$ cat config.mk
export PLATFORM = sky130hd
export DESIGN_NAME = seg_digit_decoder
export DESIGN_NICKNAME = d
export VERILOG_FILES = /design/src/rtl/seg_digit_decoder.sv
export SDC_FILE = /design/constraint.sdc
export NUM_CORES = 1
export LEC_CHECK = 0
export ABC_AREA = 1
export CORE_MARGIN = 10
export CORE_UTILIZATION = 44
export CTS_CLUSTER_DIAMETER = 120
export DETAILED_ROUTE_END_ITERATION = 10
export PLACE_DENSITY = 0.67
export SYNTH_ARGS = -nofsm -noshare
export SYNTH_HDL_FRONTEND = slang
export SYNTH_SLANG_ARGS = --single-unit
$ cat constraint.sdc
create_clock -name clk -period 4.8 [get_ports clk]
set_input_delay 0.96 -clock clk [delete_from_list [all_inputs] [get_ports clk]]
set_output_delay 0.96 -clock clk [all_outputs]
set_load 0.005 [all_outputs]
$ cat src/rtl/seg_digit_decoder.sv
// Receive side of a 7-segment display bus: synchronizes the active-low segment lines, filters them
// for stability and recovers the displayed BCD digit, with change strobe/counter and step checker.
module seg_digit_decoder #(
  parameter int unsigned STABLE_CYCLES = 20000,
  parameter int unsigned CNT_W         = 16
) (
  input  logic       clk,
  input  logic       rst,
  input  logic [6:0] seg_in,
  output logic [3:0] digit_out,
  output logic       digit_valid,
  output logic       blank,
  output logic       err,
  output logic       digit_strobe,
  output logic [7:0] change_count,
  output logic       step_err
);

  localparam logic [6:0]       PatBlank  = 7'b1111111;
  localparam logic [CNT_W-1:0] StableMax = CNT_W'(STABLE_CYCLES);
  localparam logic [CNT_W-1:0] StableM1  = CNT_W'(STABLE_CYCLES - 1);

  logic [6:0]       sync1_q, sync2_q, cand_q, acc_pat_q;
  logic [6:0]       cand_d, acc_pat_d;
  logic [CNT_W-1:0] cnt_q, cnt_d;
  logic [3:0]       digit_q, digit_d, last_q, last_d;
  logic             valid_q, valid_d, blank_q, blank_d, err_q, err_d;
  logic             strobe_q, strobe_d, step_err_q, step_err_d, have_prev_q, have_prev_d;
  logic [7:0]       count_q, count_d;

  logic             accept;
  logic             dec_ok;
  logic [3:0]       dec_val;
  logic [3:0]       last_next;

  always_comb begin
    dec_ok  = 1'b1;
    dec_val = 4'd0;
    unique case (sync2_q)
      7'b0000001: dec_val = 4'd0;
      7'b1001111: dec_val = 4'd1;
      7'b0010010: dec_val = 4'd2;
      7'b0000110: dec_val = 4'd3;
      7'b1001100: dec_val = 4'd4;
      7'b0100100: dec_val = 4'd5;
      7'b0100000: dec_val = 4'd6;
      7'b0001111: dec_val = 4'd7;
      7'b0000000: dec_val = 4'd8;
      7'b0000100: dec_val = 4'd9;
      default:    dec_ok  = 1'b0;
    endcase
  end

  // cnt reaches StableM1 on the last edge before saturation, so accept fires once per run.
  assign accept    = (sync2_q == cand_q) && (cnt_q == StableM1);
  assign last_next = (last_q == 4'd9) ? 4'd0 : last_q + 4'd1;

  always_comb begin
    cand_d      = cand_q;
    cnt_d       = cnt_q;
    acc_pat_d   = acc_pat_q;
    digit_d     = digit_q;
    valid_d     = valid_q;
    blank_d     = blank_q;
    err_d       = err_q;
    strobe_d    = 1'b0;
    count_d     = count_q;
    step_err_d  = step_err_q;
    have_prev_d = have_prev_q;
    last_d      = last_q;

    if (sync2_q != cand_q) begin
      cand_d = sync2_q;
      cnt_d  = CNT_W'(1);
    end else if (cnt_q < StableMax) begin
      cnt_d = cnt_q + CNT_W'(1);
    end

    if (accept) begin
      acc_pat_d = sync2_q;
      if (dec_ok) begin
        digit_d = dec_val;
        valid_d = 1'b1;
        blank_d = 1'b0;
        err_d   = 1'b0;
      end else if (sync2_q == PatBlank) begin
        valid_d = 1'b0;
        blank_d = 1'b1;
        err_d   = 1'b0;
      end else begin
        valid_d = 1'b0;
        blank_d = 1'b0;
        err_d   = 1'b1;
      end

      if (sync2_q != acc_pat_q) begin
        strobe_d = 1'b1;
        count_d  = count_q + 8'd1;
        if (dec_ok) begin
          if (have_prev_q && (dec_val != last_next)) step_err_d = 1'b1;
          last_d      = dec_val;
          have_prev_d = 1'b1;
        end
      end
    end
  end

  always_ff @(posedge clk or posedge rst) begin
    if (rst) begin
      sync1_q     <= PatBlank;
      sync2_q     <= PatBlank;
      cand_q      <= PatBlank;
      acc_pat_q   <= PatBlank;
      cnt_q       <= StableMax;
      digit_q     <= 4'd0;
      valid_q     <= 1'b0;
      blank_q     <= 1'b1;
      err_q       <= 1'b0;
      strobe_q    <= 1'b0;
      count_q     <= 8'd0;
      step_err_q  <= 1'b0;
      have_prev_q <= 1'b0;
      last_q      <= 4'd0;
    end else begin
      sync1_q     <= seg_in;
      sync2_q     <= sync1_q;
      cand_q      <= cand_d;
      acc_pat_q   <= acc_pat_d;
      cnt_q       <= cnt_d;
      digit_q     <= digit_d;
      valid_q     <= valid_d;
      blank_q     <= blank_d;
      err_q       <= err_d;
      strobe_q    <= strobe_d;
      count_q     <= count_d;
      step_err_q  <= step_err_d;
      have_prev_q <= have_prev_d;
      last_q      <= last_d;
    end
  end

  assign digit_out    = digit_q;
  assign digit_valid  = valid_q;
  assign blank        = blank_q;
  assign err          = err_q;
  assign digit_strobe = strobe_q;
  assign change_count = count_q;
  assign step_err     = step_err_q;

endmodule

==> results of run 1 <==
final cells by class:
cell class | count | area (µm²) | share of cell area
flip-flops and latches | 66 | 1690 | 0.444
multi-input cells | 271 | 1370 | 0.359
repair buffers | 26 | 258 | 0.0676
inverters | 46 | 173 | 0.0453
clock buffers | 9 | 124 | 0.0325
well taps | 99 | 124 | 0.0325
clock inverters | 7 | 70.1 | 0.0184
worst paths after layout:
check / startpoint / to / slack, ns / cells after the start
min in group asynchronous: rst / cnt_q[13] / 1.14 / 2
max reg2reg: cnt_q[0] / last_q[1] / 2.43 / 10
min reg2reg: sync1_q[2] / sync2_q[2] / 0.36 / 0
min: sync1_q[2] / sync2_q[2] / 0.36 / 0
max: cnt_q[0] / last_q[1] / 2.43 / 10
max in group asynchronous: rst / cand_q[6] / 2.81 / 3
logic make-up (layout without fill, tap and decap cells):
family	count (synthesis)	count (layout)	share of synthesized area
fa+ha+maj	2	2	0.00745
flops	66	66	0.504
simple gates	204	204	0.268
xor+xnor	23	23	0.0645
compound gates	42	42	0.0678
buf+inv	64	88	0.0876
cells in the final DEF (no fill, tap or decap), drive strengths merged, types with 9 or more instances in the layout:
cell / n
nand2: 115
nor2: 48
inv: 46
dfstp: 34
dfrtp: 32
clkdlybuf4s50: 25
nand3: 25
o21ai: 25
xnor2: 13
a21oi: 11
xor2: 10
nor3: 9
clkbuf: 9
registers in the layout, indices dropped and copies added, names as in the netlist:
| register | count |
|---|---|
| have_prev_q | 1 |
| digit_valid | 1 |
| digit_out | 4 |
| sync2_q | 7 |
| step_err | 1 |
| cnt_q | 16 |
| cand_q | 7 |
| change_count | 8 |
| last_q | 4 |
| blank | 1 |
| digit_strobe | 1 |
| sync1_q | 7 |
| acc_pat_q | 7 |
| err | 1 |
per-stage QoR:
| stage | setup WS, ns | area [µm²] | hold slack (ns) | utilization | cells |
|---|---|---|---|---|---|
| floorplan | 2.24 | 3360 | 0.345 | - | 401 |
| global placement | 2.37 | 3620 | 0.346 | 0.494 | 508 |
| detailed placement | 2.36 | 3620 | 0.347 | 0.494 | 508 |
| CTS | 2.40 | 3810 | 0.357 | 0.520 | 524 |
| global route | 2.21 | 3810 | 0.357 | 0.520 | 524 |
| finish | 2.43 | 3810 | 0.356 | 0.520 | 524 |
per-layer routing:
layer	up-vias	global-route usage	wire length (µm)
met5	-	0	0
met4	0	0.0506	110
met3	9	0.0413	317
met2	43	0.167	2700
met1	1164	0.153	3220
li1	1296	-	-
where the power goes:
part	total (µW)	leakage [µW]	internal (µW)	switching, µW
clock	461	0.0000990	238	223
sequential	584	0.000797	573	10.4
combinational	44.4	0.000821	17.3	27.1
total	1090	0.00172	829	260
worst register-to-register path: cells and delay by family (launching register included):
kind | cells | cell delay (ns)
flops | 1 | 0.40
simple gates | 8 | 1.59
fa+ha+maj | 1 | 0.18
compound gates | 1 | 0.07
==> results.py, run 1 <==
metrics = {
    "drt": {
        "via_per_inst": 4.79,
        "drcViolationCount": 0,
        "drt_iter0_markers": 104,
        "ant_nets": 0,
        "avgRoutedWirePerCell_um": 12.1,
        "num_vias": 2512,
        "drtPass1Iterations": 4,
        "wirelength_mm": 6.35,
    },
    "sta": {
        "period_share": 0.493,
        "rsz0062_at_grt": "false",
        "hold_viol_final": 0,
        "max_freq_ghz": 0.423,
        "tns_ns": 0,
        "tightest_slew_ns": 0.928,
        "finalCriticalPeriod_ns": 2.37,
        "slew_headroom": 0.380,
        "drv_slew": 0,
        "setup-violations-final": 0,
        "fin_skew_ns": 0.00826,
    },
    "layout": {
        "area_delta_synth_final_pct": 13.5,
        "antenna_cells": 0,
        "drive_gt1_frac": 0.200,
        "layout.nets": 431,
        "fillers": 702,
    },
    "grt": {
        "grt_pass1_vias": 2360,
        "grt_max_degree": 49,
        "track_usage": 0.116,
        "grt_pass1_wl_mm": 10.9,
        "overflow": 0,
        "antenna_found_initial": 0,
    },
    "logic_synthesis": {
        "yosys_register_bits": 66,
        "yosys.area.top_type": "dfstp_2",
        "yosysWarnings": 0,
        "syn_inst": 401,
        "avgSynthCellArea_um2": 8.37,
        "synth_area_um2": 3360,
        "ys.flop_type": "dfstp_2",
        "synth_common_cells": "110 x nand2_1, 37 x nor2_1, 35 x inv_1, 34 x dfstp_2, 32 x dfrtp_1",
        "async_flop_share": 1.00,
        "synth_top_area_share": 0.266,
        "synth_nets": 412,
        "ys_seq_area_frac": 0.504,
        "synth_edf_count": 0,
        "ys_top_cells_by_area": "dfstp_2 27%, dfrtp_1 24%, nand2_1 12%",
        "yosysMostFrequentCell": "nand2_1",
        "synth.distinct_cells": 33,
    },
    "clock_network": {
        "post_cts_buffers": 0,
        "numCtsBuffers": 9,
        "cts_tree": "yes",
        "cts_root_buffer": "clkbuf_8",
        "holdBufCountCts": 0,
        "clkSinkCount": 66,
        "cts.repair.resized": 0,
        "ctsHtreeMaxLevel": 3,
        "clock_latency_ns": 0.35,
        "path_clk_slew_ns": 0.08,
        "clockBufferDepth": 2,
    },
    "critical_path": {
        "endpoint_kind": "flip-flop",
        "path_buf_inv": 0,
        "critPathKind": "flip-flop to flip-flop",
        "worstPathRequired_ns": 5.01,
        "cp-start-kind": "flip-flop",
        "cp_max_fo": 21,
        "crit_chain": "ha_1 -> nand2_1 -> nor2_1 -> nand3_1 -> nor2_2 -> nand3_2 -> nor2_4 -> nand2_2 -> nand2_1 -> o31ai_1",
        "crit_top_cell": "nand2_1",
        "critPathMaxStageDelay_ns": 0.47,
        "crit_family": "simple AND/OR/NAND/NOR gates",
        "arrival_ns": 2.58,
        "critPathSlowestCell": "nor2_4",
    },
    "die": {
        "dieArea_um2": 11500,
        "start_util": 0.458,
        "fp.dieW_um": 107,
        "rows": 31,
        "die_y_um": 107,
        "ios": 26,
        "core_um2": 7330,
    },
    "power_and_ir_drop": {
        "fin_total_pwr_uw": 1090,
        "ir_worst_vdd_mv": 0.177,
        "power.density_nw_per_um2": 286,
        "leakage_uw": 0.00172,
    },
    "job": {
        "cap_violations": 0,
    },
    "worst_hold_path": {
        "hold_class": "flip-flop to flip-flop",
    },
    "placement": {
        "io_buffers": 25,
        "dp_hpwl_mm": 4.64,
        "gp_congestion": 0.844,
    },
    "outcome": {
        "outcome": "finished, final reports clean",
    },
}
(Power assumes the default switching activity.)
==> inputs of run 2 (changes only) <==
--- a/config.mk
+++ b/config.mk
@@ -10,7 +10,7 @@
 export CORE_UTILIZATION = 44
 export CTS_CLUSTER_DIAMETER = 120
 export DETAILED_ROUTE_END_ITERATION = 10
-export PLACE_DENSITY = 0.67
+export PLACE_DENSITY = 0.69
 export SYNTH_ARGS = -nofsm -noshare
 export SYNTH_HDL_FRONTEND = slang
 export SYNTH_SLANG_ARGS = --single-unit
==> constraint.sdc (replaced) <==
create_clock -name clk -period 1.96 [get_ports clk]
set_input_delay 0.392 -clock clk [delete_from_list [all_inputs] [get_ports clk]]
set_output_delay 0.392 -clock clk [all_outputs]
set_load 0.005 [all_outputs]
==> results.py, run 2 (synthesis results as in run 1) <==
metrics = {
    "worst_hold_path": {
        "hold_depth": 0,
        "hold_class": "flip-flop to flip-flop",
    },
    "clock_network": {
        "path_clk_slew_ns": 0.08,
        "clock_latency_ns": 0.35,
        "holdBufCountCts": 0,
        "numCtsBuffers": 9,
        "cts.repair.resized": 0,
        "ctsHtreeMaxLevel": 3,
        "cts_tree": "yes",
        "clkSinkCount": 66,
        "cts_root_buffer": "clkbuf_8",
        "post_cts_buffers": 0,
        "clockBufferDepth": 2,
    },
    "drt": {
        "num_vias": 2559,
        "wirelength_mm": 6.54,
        "drcViolationCount": 0,
        "ant_nets": 0,
        "drt_iter0_markers": 172,
        "avgRoutedWirePerCell_um": 12.4,
        "drtPass1Iterations": 4,
        "via_per_inst": 4.84,
    },
    "outcome": {
        "outcome": "finished, final reports clean",
    },
    "power_and_ir_drop": {
        "ir_worst_vdd_mv": 0.490,
        "fin_total_pwr_uw": 2960,
        "power.density_nw_per_um2": 746,
        "leakage_uw": 0.00178,
    },
    "grt": {
        "grt_pass1_wl_mm": 11.4,
        "grt_max_degree": 27,
        "track_usage": 0.121,
        "grt_pass1_vias": 2366,
        "overflow": 0,
        "antenna_found_initial": 0,
    },
    "layout": {
        "layout.nets": 436,
        "drive_gt1_frac": 0.209,
        "final_common_cell": "nand2_1",
        "fin_cells": 529,
        "area_delta_synth_final_pct": 18.1,
        "top_register": "cnt_q",
        "final_cell_mix": "110 x nand2_1, 37 x nor2_1, 34 x inv_1, 34 x dfstp_2, 32 x dfrtp_1",
        "antenna_cells": 0,
        "largest_reg_flops": 16,
    },
    "sta": {
        "hold_viol_final": 0,
        "drv_slew": 0,
        "finalCriticalPeriod_ns": 1.79,
        "fin_skew_ns": 0.0104,
        "max_freq_ghz": 0.558,
        "slew_headroom": 0.729,
        "setup-violations-final": 0,
        "tns_ns": 0,
        "period_share": 0.915,
        "rsz0062_at_grt": "false",
        "tightest_slew_ns": 0.405,
    },
    "die": {
        "ios": 26,
        "rows": 31,
        "core_um2": 7330,
        "start_util": 0.458,
        "fp.dieW_um": 107,
        "dieArea_um2": 11500,
        "die_y_um": 107,
    },
    "critical_path": {
        "cp-start-kind": "flip-flop",
        "critPathSlowestCell": "dfstp_2",
        "cp_max_fo": 10,
        "crit_family": "simple AND/OR/NAND/NOR gates",
        "worstRegToRegCells": 9,
        "crit_top_cell": "nand2_1",
        "endpoint_kind": "flip-flop",
        "arrival_ns": 2.04,
        "path_depth": 9,
        "critPathMaxStageDelay_ns": 0.65,
        "critPathKind": "flip-flop to flip-flop",
        "crit_chain": "xnor2_1 -> nand2_1 -> nor2_2 -> nand3_2 -> nor2_4 -> buf_12 -> inv_2 -> nand2_1 -> nand2_1",
        "path_buf_inv": 2,
        "r2r_setup_slack_ns": 0.17,
        "worstPathRequired_ns": 2.20,
    },
    "job": {
        "cap_violations": 0,
    },
    "placement": {
        "io_buffers": 25,
        "gp_congestion": 0.914,
        "place_inst": 511,
        "dp_hpwl_mm": 4.74,
    },
}
==> run 2: worst paths after layout <==
| path | startpoint | endpoint |
|---|---|---|
| setup / recovery | sync2_q[4] | change_count[5] |
| hold / removal | sync1_q[5] | sync2_q[5] |
| setup reg to reg | sync2_q[4] | change_count[5] |
| hold reg to reg | sync1_q[5] | sync2_q[5] |
| max in group asynchronous | rst | acc_pat_q[1] |
| min in group asynchronous | rst | cnt_q[8] |
==> run 2: worst register-to-register path, delay by kind of cell (launching register included) <==
family / cells / cell delay (ns)
xor gates and xnor gates: 1 / 0.15
DFF: 1 / 0.65
and+or+nand+nor: 6 / 0.67
buffers and inverters: 2 / 0.24
==> run 2: per-stage QoR <==
step	setup WS, ns	util	cell area, µm²	hold slack, ns
after floorplan	0.332	-	3360	0.345
after global placement	0.176	0.502	3680	0.346
after detailed placement	0.154	0.502	3680	0.347
after CTS	0.141	0.537	3940	0.355
after global routing	0.00506	0.541	3970	0.357
final	0.167	0.541	3970	0.351
==> run 2: area by class of cell <==
| class | instances | area (µm²) |
|---|---|---|
| flip-flops and latches | 66 | 1690 |
| repair buffers | 31 | 345 |
| inverters | 46 | 176 |
| clock inverters | 5 | 81.3 |
| multi-input cells | 271 | 1370 |
| clock buffers | 11 | 174 |
| well taps | 99 | 124 |
| fillers | 644 | 3370 |
==> run 2: power by group <==
group / switching, µW / internal [µW] / leakage, µW
combinational: 70.5 / 53.3 / 0.000855
clock: 535 / 870 / 0.000126
sequential: 25.8 / 1400 / 0.000797
total: 631 / 2330 / 0.00178
==> run 2: metal layers <==
metal,track usage,part of all wire,up-vias
li1,-,-,1299
met1,0.164,0.49,1197
met2,0.171,0.44,59
met3,0.0461,0.057,4
met4,0.0448,0.0081,0
met5,0,0,-
==> inputs of run 3 (changes only) <==
--- a/config.mk
+++ b/config.mk
@@ -9,8 +9,10 @@
 export CORE_MARGIN = 10
 export CORE_UTILIZATION = 44
 export CTS_CLUSTER_DIAMETER = 120
+export CTS_CLUSTER_SIZE = 8
 export DETAILED_ROUTE_END_ITERATION = 10
-export PLACE_DENSITY = 0.69
+export GPL_TIMING_DRIVEN = 0
+export PLACE_DENSITY_LB_ADDON = 0.08
 export SYNTH_ARGS = -nofsm -noshare
 export SYNTH_HDL_FRONTEND = slang
 export SYNTH_SLANG_ARGS = --single-unit
==> results.py, run 3 (synthesis results as in run 1) <==
metrics = {
    "die": {
        "core_um2": 7330,
        "dieArea_um2": 11500,
        "ios": 26,
        "rows": 31,
        "die_y_um": 107,
        "start_util": 0.458,
        "fp.dieW_um": 107,
    },
    "critical_path": {
        "critPathKind": "flip-flop to flip-flop",
        "endpoint_kind": "flip-flop",
        "arrival_ns": 2.12,
        "cp_max_fo": 5,
        "worstPathRequired_ns": 2.19,
        "cp-start-kind": "flip-flop",
    },
    "grt": {
        "grt_max_degree": 30,
        "overflow": 0,
        "grt_pass1_vias": 2437,
        "grt_pass1_wl_mm": 11.6,
        "antenna_found_initial": 0,
        "track_usage": 0.122,
    },
    "sta": {
        "slew_headroom": 0.759,
        "period_share": 0.964,
        "finalCriticalPeriod_ns": 1.89,
        "drv_slew": 0,
        "max_freq_ghz": 0.529,
        "fin_ws_ns": 0.0696,
        "tns_ns": 0,
        "setup-violations-final": 0,
        "tightest_slew_ns": 0.361,
        "fin_skew_ns": 0.00804,
        "hold_viol_final": 0,
        "timing.hold.ws_ns": 0.357,
    },
    "drt": {
        "drt_iter0_markers": 140,
        "via_per_inst": 4.72,
        "ant_nets": 0,
        "num_vias": 2584,
        "avgRoutedWirePerCell_um": 12.0,
        "drcViolationCount": 0,
        "drtPass1Iterations": 4,
        "wirelength_mm": 6.59,
    },
    "clock_network": {
        "ctsHtreeMaxLevel": 3,
        "clockBufferDepth": 2,
        "cts_tree": "yes",
        "numCtsBuffers": 9,
        "path_clk_slew_ns": 0.08,
        "cts_root_buffer": "clkbuf_8",
        "holdBufCountCts": 0,
        "clock_latency_ns": 0.34,
        "clkSinkCount": 66,
    },
    "layout": {
        "fin_util": 0.556,
        "largest_reg_flops": 16,
        "top_register": "cnt_q",
        "final_cell_mix": "109 x nand2_1, 34 x inv_1, 34 x nor2_1, 34 x dfstp_2, 32 x dfrtp_1",
        "design_area_um2": 4080,
        "layout.nets": 455,
        "final_common_cell": "nand2_1",
        "antenna_cells": 0,
        "area_delta_synth_final_pct": 21.3,
        "drive_gt1_frac": 0.238,
    },
    "placement": {
        "dpl_worst_slack_ns": 0.0966,
        "gp_congestion": 0.858,
        "dp_hpwl_mm": 4.95,
        "placed_area_um2": 3780,
        "io_buffers": 25,
    },
    "power_and_ir_drop": {
        "leakage_uw": 0.00184,
        "power.density_nw_per_um2": 668,
        "ir_worst_vdd_mv": 0.457,
    },
    "job": {
        "cap_violations": 0,
    },
    "worst_hold_path": {
        "hold_class": "flip-flop to flip-flop",
    },
    "outcome": {
        "outcome": "finished, final reports clean",
    },
}
-- run 3: per-layer routing --
| layer | global-route usage | up-vias | wire length, µm |
|---|---|---|---|
| li1 | - | 1341 | - |
| met1 | 0.172 | 1184 | 3420 |
| met2 | 0.172 | 48 | 2760 |
| met3 | 0.0275 | 11 | 292 |
| met4 | 0.0544 | 0 | 114 |
| met5 | 0 | - | 0 |
-- run 3: final timing paths --
| path | startpoint | endpoint | slack, ns | depth (start not counted) |
|---|---|---|---|---|
| max | cnt_q[0] | change_count[2] | 0.07 | 10 |
| min | sync1_q[1] | sync2_q[1] | 0.36 | 0 |
| max reg2reg | cnt_q[0] | change_count[2] | 0.07 | 10 |
| min reg2reg | sync1_q[1] | sync2_q[1] | 0.36 | 0 |
| max in group asynchronous | rst | sync1_q[1] | 0.86 | 4 |
| min in group asynchronous | rst | cnt_q[8] | 0.37 | 2 |
-- run 3: worst max-delay path: stages, from the launching register on --
cell,delay [ns]
dfrtp_1,0.39
ha_2,0.22
nand2_2,0.09
nor2_4,0.09
nand3_1,0.09
nor2_2,0.14
nand3_2,0.14
nor2_4,0.26
buf_8,0.17
nand2_4,0.05
xnor2_2,0.12
-- run 3: what timing repair did --
action,in CTS,in global routing
gates resized for setup,0,10
setup endpoints to repair,0,8
buffers inserted,0,4
-- run 3: layout make-up --
cell class | count | area (µm²)
Fill cell | 645 | 3260
Sequential cell | 66 | 1690
Multi-Input combinational cell | 271 | 1400
Timing Repair Buffer | 32 | 353
Inverter | 46 | 176
Clock buffer | 10 | 138
Buffer | 18 | 129
Tap cell | 99 | 124
Clock inverter | 6 | 65.1
-- run 3: where the power goes --
part | switching, µW | internal (µW)
registers | 10.7 | 1400
logic | 90.2 | 66.9
clock network | 530 | 622
total | 631 | 2090
-- run 3: stage by stage --
step | cells | total power, µW
after floorplan | 401 | 1540
after global placement | 525 | 1580
after detailed placement | 527 | 1590
after CTS | 543 | 2760
after global routing | 548 | 2850
final | 548 | 2720
